--- config.mk ---
export PLATFORM = sky130hd
export DESIGN_NAME = wave_reader
export DESIGN_NICKNAME = d
export VERILOG_FILES = /design/src/rtl/wave_reader.sv
export SDC_FILE = /design/constraint.sdc
export NUM_CORES = 1
export LEC_CHECK = 0
export ABC_CLOCK_PERIOD_IN_PS = 15500
export CORE_MARGIN = 2
export CORE_UTILIZATION = 30
export CTS_CLUSTER_SIZE = 8
export DETAILED_ROUTE_END_ITERATION = 6
export GPL_ROUTABILITY_DRIVEN = 1
export GPL_TIMING_DRIVEN = 0
export SLEW_MARGIN = 20
export SYNTH_ARGS = -nofsm -noshare
export SYNTH_HDL_FRONTEND = slang
export SYNTH_SLANG_ARGS = --single-unit
--- constraint.sdc ---
create_clock -name clk -period 15.5 [get_ports clk]
set_input_delay 3.1 -clock clk [delete_from_list [all_inputs] [get_ports clk]]
set_output_delay 3.1 -clock clk [all_outputs]
set_load 0.02 [all_outputs]
--- src/rtl/wave_reader.sv ---
// Display-side capture RAM reader: reads one screen per channel around the trigger,
// scales each sample to a screen row and writes it into the LCD column buffer.
module wave_reader #(
    parameter int H_POINTS = 480,
    parameter int PRE_TRIG = 240,
    parameter int RD_LAT   = 2,
    parameter int Y_CENTER = 136,
    parameter int Y_MAX    = 271
) (
    input  logic        clk,
    input  logic        rst_n,
    input  logic        display_en,
    output logic        display_done,
    input  logic [13:0] trig_pos,
    input  logic [13:0] h_offset,
    input  logic [7:0]  v_gain,
    output logic        read_enable,
    output logic [14:0] ram_data_addr,
    input  logic [7:0]  ram_data_out_a,
    input  logic [7:0]  ram_data_out_b,
    output logic        col_we,
    output logic [8:0]  col_addr,
    output logic [8:0]  col_y_a,
    output logic [8:0]  col_y_b,
    output logic        busy,
    output logic [2:0]  dbg_state_o
);

    typedef enum logic [2:0] {
        IDLE  = 3'd0,
        LATCH = 3'd1,
        READ  = 3'd2,
        DRAIN = 3'd3,
        DONE  = 3'd4
    } state_t;

    localparam logic [8:0]         H_LAST     = 9'(H_POINTS - 1);
    localparam logic [8:0]         DRAIN_LAST = 9'(RD_LAT);
    localparam logic [13:0]        PRE_TRIG_W = 14'(PRE_TRIG);
    localparam logic signed [17:0] Y_CENTER_S = 18'(Y_CENTER);
    localparam logic signed [17:0] Y_MAX_S    = 18'(Y_MAX);

    state_t      state_q, state_d;
    logic [13:0] base_q, base_d;
    logic [7:0]  gain_q, gain_d;
    logic [8:0]  k_q, k_d;
    logic        abort;

    logic        en_s1_q, en_s_q, en_sd_q, armed_q;
    logic [1:0]  fill_q;
    logic        en_rise;

    logic [RD_LAT-1:0] vld_q;
    logic [8:0]        kp_q [RD_LAT];
    logic              col_we_q;
    logic [8:0]        col_addr_q, col_y_a_q, col_y_b_q;

    // armed_q only sets once the synchroniser holds real samples and shows the
    // request low, so a display_en already high across reset is never taken as new.
    always_ff @(posedge clk or negedge rst_n) begin
        if (!rst_n) begin
            en_s1_q <= 1'b0;
            en_s_q  <= 1'b0;
            en_sd_q <= 1'b0;
            fill_q  <= 2'b00;
            armed_q <= 1'b0;
        end else begin
            en_s1_q <= display_en;
            en_s_q  <= en_s1_q;
            en_sd_q <= en_s_q;
            fill_q  <= {fill_q[0], 1'b1};
            armed_q <= armed_q | (fill_q[1] & ~en_s_q);
        end
    end

    assign en_rise = en_s_q & ~en_sd_q;

    always_comb begin
        state_d = state_q;
        base_d  = base_q;
        gain_d  = gain_q;
        k_d     = k_q;
        abort   = 1'b0;
        case (state_q)
            IDLE: if (en_rise && armed_q) state_d = LATCH;
            LATCH: begin
                if (!en_s_q) begin
                    abort   = 1'b1;
                    state_d = IDLE;
                end else begin
                    base_d  = trig_pos - PRE_TRIG_W + h_offset;
                    gain_d  = v_gain;
                    k_d     = '0;
                    state_d = READ;
                end
            end
            READ: begin
                if (!en_s_q) begin
                    abort   = 1'b1;
                    state_d = IDLE;
                end else if (k_q == H_LAST) begin
                    k_d     = '0;
                    state_d = DRAIN;
                end else begin
                    k_d = k_q + 9'd1;
                end
            end
            DRAIN: begin
                if (!en_s_q) begin
                    abort   = 1'b1;
                    state_d = IDLE;
                end else if (k_q == DRAIN_LAST) begin
                    state_d = DONE;
                end else begin
                    k_d = k_q + 9'd1;
                end
            end
            DONE: if (!en_s_q) state_d = IDLE;
            default: state_d = IDLE;
        endcase
    end

    always_ff @(posedge clk or negedge rst_n) begin
        if (!rst_n) begin
            state_q <= IDLE;
            base_q  <= '0;
            gain_q  <= '0;
            k_q     <= '0;
        end else begin
            state_q <= state_d;
            base_q  <= base_d;
            gain_q  <= gain_d;
            k_q     <= k_d;
        end
    end

    // Y = Y_CENTER - ((sample - 128) * gain >>> 4), clamped to the screen.
    function automatic logic [8:0] scale(input logic [7:0] smp, input logic [7:0] gain);
        logic signed [8:0]  d;
        logic signed [17:0] p;
        logic signed [17:0] s;
        logic signed [17:0] y;
        d = $signed({1'b0, smp}) - 9'sd128;
        p = $signed({{9{d[8]}}, d}) * $signed({10'b0, gain});
        s = p >>> 4;
        y = Y_CENTER_S - s;
        if (y < 0)             return 9'd0;
        else if (y > Y_MAX_S)  return 9'(Y_MAX);
        else                   return y[8:0];
    endfunction

    // valid/k travel alongside the RAM read so data and column index line up.
    always_ff @(posedge clk or negedge rst_n) begin
        if (!rst_n) begin
            vld_q      <= '0;
            for (int i = 0; i < RD_LAT; i++) kp_q[i] <= '0;
            col_we_q   <= 1'b0;
            col_addr_q <= '0;
            col_y_a_q  <= '0;
            col_y_b_q  <= '0;
        end else begin
            for (int i = RD_LAT - 1; i > 0; i--) begin
                vld_q[i] <= vld_q[i-1];
                kp_q[i]  <= kp_q[i-1];
            end
            vld_q[0] <= read_enable;
            kp_q[0]  <= k_q;
            if (abort) vld_q <= '0;
            col_we_q <= vld_q[RD_LAT-1] & ~abort;
            if (vld_q[RD_LAT-1]) begin
                col_addr_q <= kp_q[RD_LAT-1];
                col_y_a_q  <= scale(ram_data_out_a, gain_q);
                col_y_b_q  <= scale(ram_data_out_b, gain_q);
            end
        end
    end

    assign read_enable   = (state_q == READ);
    assign ram_data_addr = {1'b0, base_q + 14'(k_q)};
    assign display_done  = (state_q == DONE) && en_s_q;
    assign busy          = (state_q != IDLE) && (state_q != DONE);
    assign col_we        = col_we_q;
    assign col_addr      = col_addr_q;
    assign col_y_a       = col_y_a_q;
    assign col_y_b       = col_y_b_q;
    assign dbg_state_o   = state_q;

endmodule
==> impl_metrics.tcl, run 1 <==
set metrics [dict create \
    start_util 0.305 \
    gp_congestion 0.808 \
    die-area_um2 36800 \
    cpPeakStageDelay_ns 0.93 \
    track_usage 0.141 \
    pre_cts_slack_ns 5.54 \
    hp-start "kp_q[11]" \
    netlist_area_um2 10600 \
    first_global_vias 8544 \
    finalCritPeriodShare 0.619 \
    status "completed" \
    finalWirelength_mm 24.7 \
    slew_violations 0 \
    drive_gt1_frac 0.0529 \
    cpMostUsedCell "fa_1" \
    tns_ns 0 \
    rrSetupSlack_ns 8.57 \
    finalSetupViolations 0 \
    yosys_warnings 0 \
    avgSynthCellArea_um2 9.22 \
    synth-seq-cells 88 \
    antenna_found_initial 3 \
    synth_edf_count 0 \
    crit_required_ns 15.73 \
    clk_path_buf_depth 2 \
    hold_viol_final 0 \
    die_w_um 192 \
    synthArstFlopShare 1.00 \
    cp.arrival_ns 9.83 \
    ys_types 80 \
    worst_path_dominant_cell_family "adder cells" \
    layout_commonest_cell "inv_1" \
    rows 68 \
    grt_start_max_net_pins 51 \
    drc 0 \
    crit_buf_inv 5 \
    core_um2 34600 \
    holdBufCountCts 0 \
    die_height_um 192 \
    layout_common_cells "205 x inv_1, 114 x fa_1, 104 x ha_1" \
    hpwl_mm 20.5 \
    startpoint_type "input port" \
    drt.antenna.violating_nets 0 \
    rsz0062_at_grt "false" \
    cts_setup_buffers 0 \
    drt_iter0_markers 436 \
    htree_levels 3 \
    setup_slack_ns 5.90 \
    io_buffers 102 \
    path_max_fanout 10 \
    r2r_start "gain_q[2]" \
    synth_flop_cell "dfrtp_1" \
    worstHoldPathType "reg2reg" \
    fmax_mhz 104 \
    cts_buffers 9 \
    nFillCells 3503 \
    critPathLaunch "ram_data_out_a[7]" \
    grt.overflow.total 0 \
    period_needed_ns 9.60 \
    post_drt_via_cell_ratio 4.80 \
    cts.repair.resized 0 \
    wl_met2_mm 11.6 \
    syn_inst 1147 \
    grt_pass1_wl_mm 41.9 \
    dr_wl_met3_mm 1.45 \
    clkTransAtPathRegs_ns 0.07 \
    path_cells "clkdlybuf4s50_1, nand2b_1, inv_1, fa_1, inv_1, fa_1, inv_1, fa_1, fa_1, ha_1, buf_2, and3b_1, a211oi_1, nand3_1, a2111oi_0, nor2_1, o311ai_0, nand4_1, o221a_2" \
    final_nets 1534 \
    crit_type "in2reg" \
    clk_latency_ns 0.34 \
    highest_layer "met4" \
    dr.pass1.iters 5 \
    pin_count 104 \
    cts_sinks 88 \
    wl_met1_mm 11.3 \
    maxCapViolCount 0 \
    layout-area-overhead-vs-synth_pct 18.3 \
    seq_area_frac_synth 0.208 \
    worst_pin_slew_ns 1.06 \
    cp-end-kind "flop" \
    slew_headroom 0.277 \
    finalClockSkew_ns 0.00907 \
    synth.net_count 1420 \
    clockRootBuffer "clkbuf_16" \
    num_vias 8278 \
    routedWlPerCell_um 14.4 \
    slowest_stage "a2111oi_0" \
    cts_tree "built" \
]
-- state kept, by name, summed over array words and instances (netlist names), 2 cells and up --
| signal | cells |
|---|---|
| k_q | 9 |
| kp_q | 18 |
| base_q | 14 |
| dbg_state_o | 3 |
| gain_q | 8 |
| vld_q | 2 |
| col_addr | 9 |
| col_y_b | 9 |
| fill_q | 2 |
| col_y_a | 9 |
-- worst paths after layout --
path | end | cells past startpoint
max | col_y_a[0] | 19
min | kp_q[2] | 0
min in group asynchronous | base_q[10] | 1
max in group asynchronous | kp_q[1] | 2
max reg2reg | col_y_a[0] | 18
min reg2reg | kp_q[2] | 0
-- through the flow --
stage | area [um2] | util | hold slack (ns) | cells
floorplan | 10600 | - | 0.331 | 1147
global placement | 12200 | 0.351 | 0.333 | 1704
detailed placement | 12200 | 0.352 | 0.335 | 1705
CTS | 12500 | 0.361 | 0.350 | 1721
global route | 12500 | 0.361 | 0.353 | 1721
finish | 12500 | 0.361 | 0.345 | 1723
-- cell type report --
type	count	area, um2	area share
well taps	455	569	0.0455
clock inverters	6	76.3	0.00610
clock buffers	10	239	0.0191
multi-input cells	825	7480	0.598
flip-flops and latches	88	2200	0.176
diodes	2	5.00	0.000400
plain buffers	29	123	0.00980
inverters	205	769	0.0615
repair buffers	103	1050	0.0839
-- logic make-up (layout without fill, tap and decap cells) --
logic type,count (synthesis),in the layout,synth area share
adder cells (fa/ha/maj),218,218,0.339
multiplexers,24,24,0.0251
AND/OR/NAND/NOR,329,329,0.165
XOR/XNOR,52,52,0.0431
buffers and inverters,234,353,0.0844
flip-flops,88,88,0.208
other,2,4,0.000710
AO/OA/AOI/OAI,200,200,0.134
-- Yosys cell counts (6+ instances only) --
cell type / number / area [um2]
o21ai_0: 47 / 235
and3_1: 15 / 93.8
a21oi_1: 38 / 190
and2_1: 70 / 438
nor3_1: 18 / 90.1
nor2b_1: 15 / 93.8
mux2_2: 20 / 225
xnor2_1: 35 / 307
inv_1: 205 / 769
ha_1: 104 / 1300
a21o_1: 19 / 143
nand2b_1: 13 / 81.3
nand4b_1: 6 / 52.6
dfrtp_1: 88 / 2200
xor2_1: 17 / 149
nand2_1: 83 / 312
fa_1: 114 / 2280
nor2_1: 55 / 206
clkbuf_1: 24 / 90.1
nand3_1: 17 / 85.1
a211oi_1: 11 / 82.6
a211o_1: 10 / 87.6
-- layer usage --
layer,up-vias,GRT usage
met1,4071,0.187
met4,0,0.0320
met2,162,0.237
li1,4018,-
met5,-,0
met3,27,0.0283
Power of run 1 is left out: the tool's default activity adds up to more than one toggle a clock period on the data nets, which glitch-free logic cannot reach.
==> inputs of run 2 (changes only) <==
- ABC_CLOCK_PERIOD_IN_PS: 15500 -> 9600
- clock period: 15.5 -> 9.6 ns (I/O delays scaled with it)
==> results of run 2 <==
The final DEF is identical to that of run 1. Status: completed.
Among the figures that moved: setup slack after placement 5.54 ns -> 0.821 ns; setup slack after layout 5.90 ns -> 1.18 ns; register-to-register setup slack 8.57 ns -> 2.67 ns
Power of run 2 is left out for the same reason.
==> inputs of run 3 (changes only) <==
- SKIP_LAST_GASP: not set -> 1
==> results of run 3 <==
The final DEF is identical to that of run 1. Status: completed.
Among the figures that moved: setup slack after placement 5.54 ns -> 0.821 ns; setup slack after layout 5.90 ns -> 1.18 ns; register-to-register setup slack 8.57 ns -> 2.67 ns
Power of run 3 is left out for the same reason.
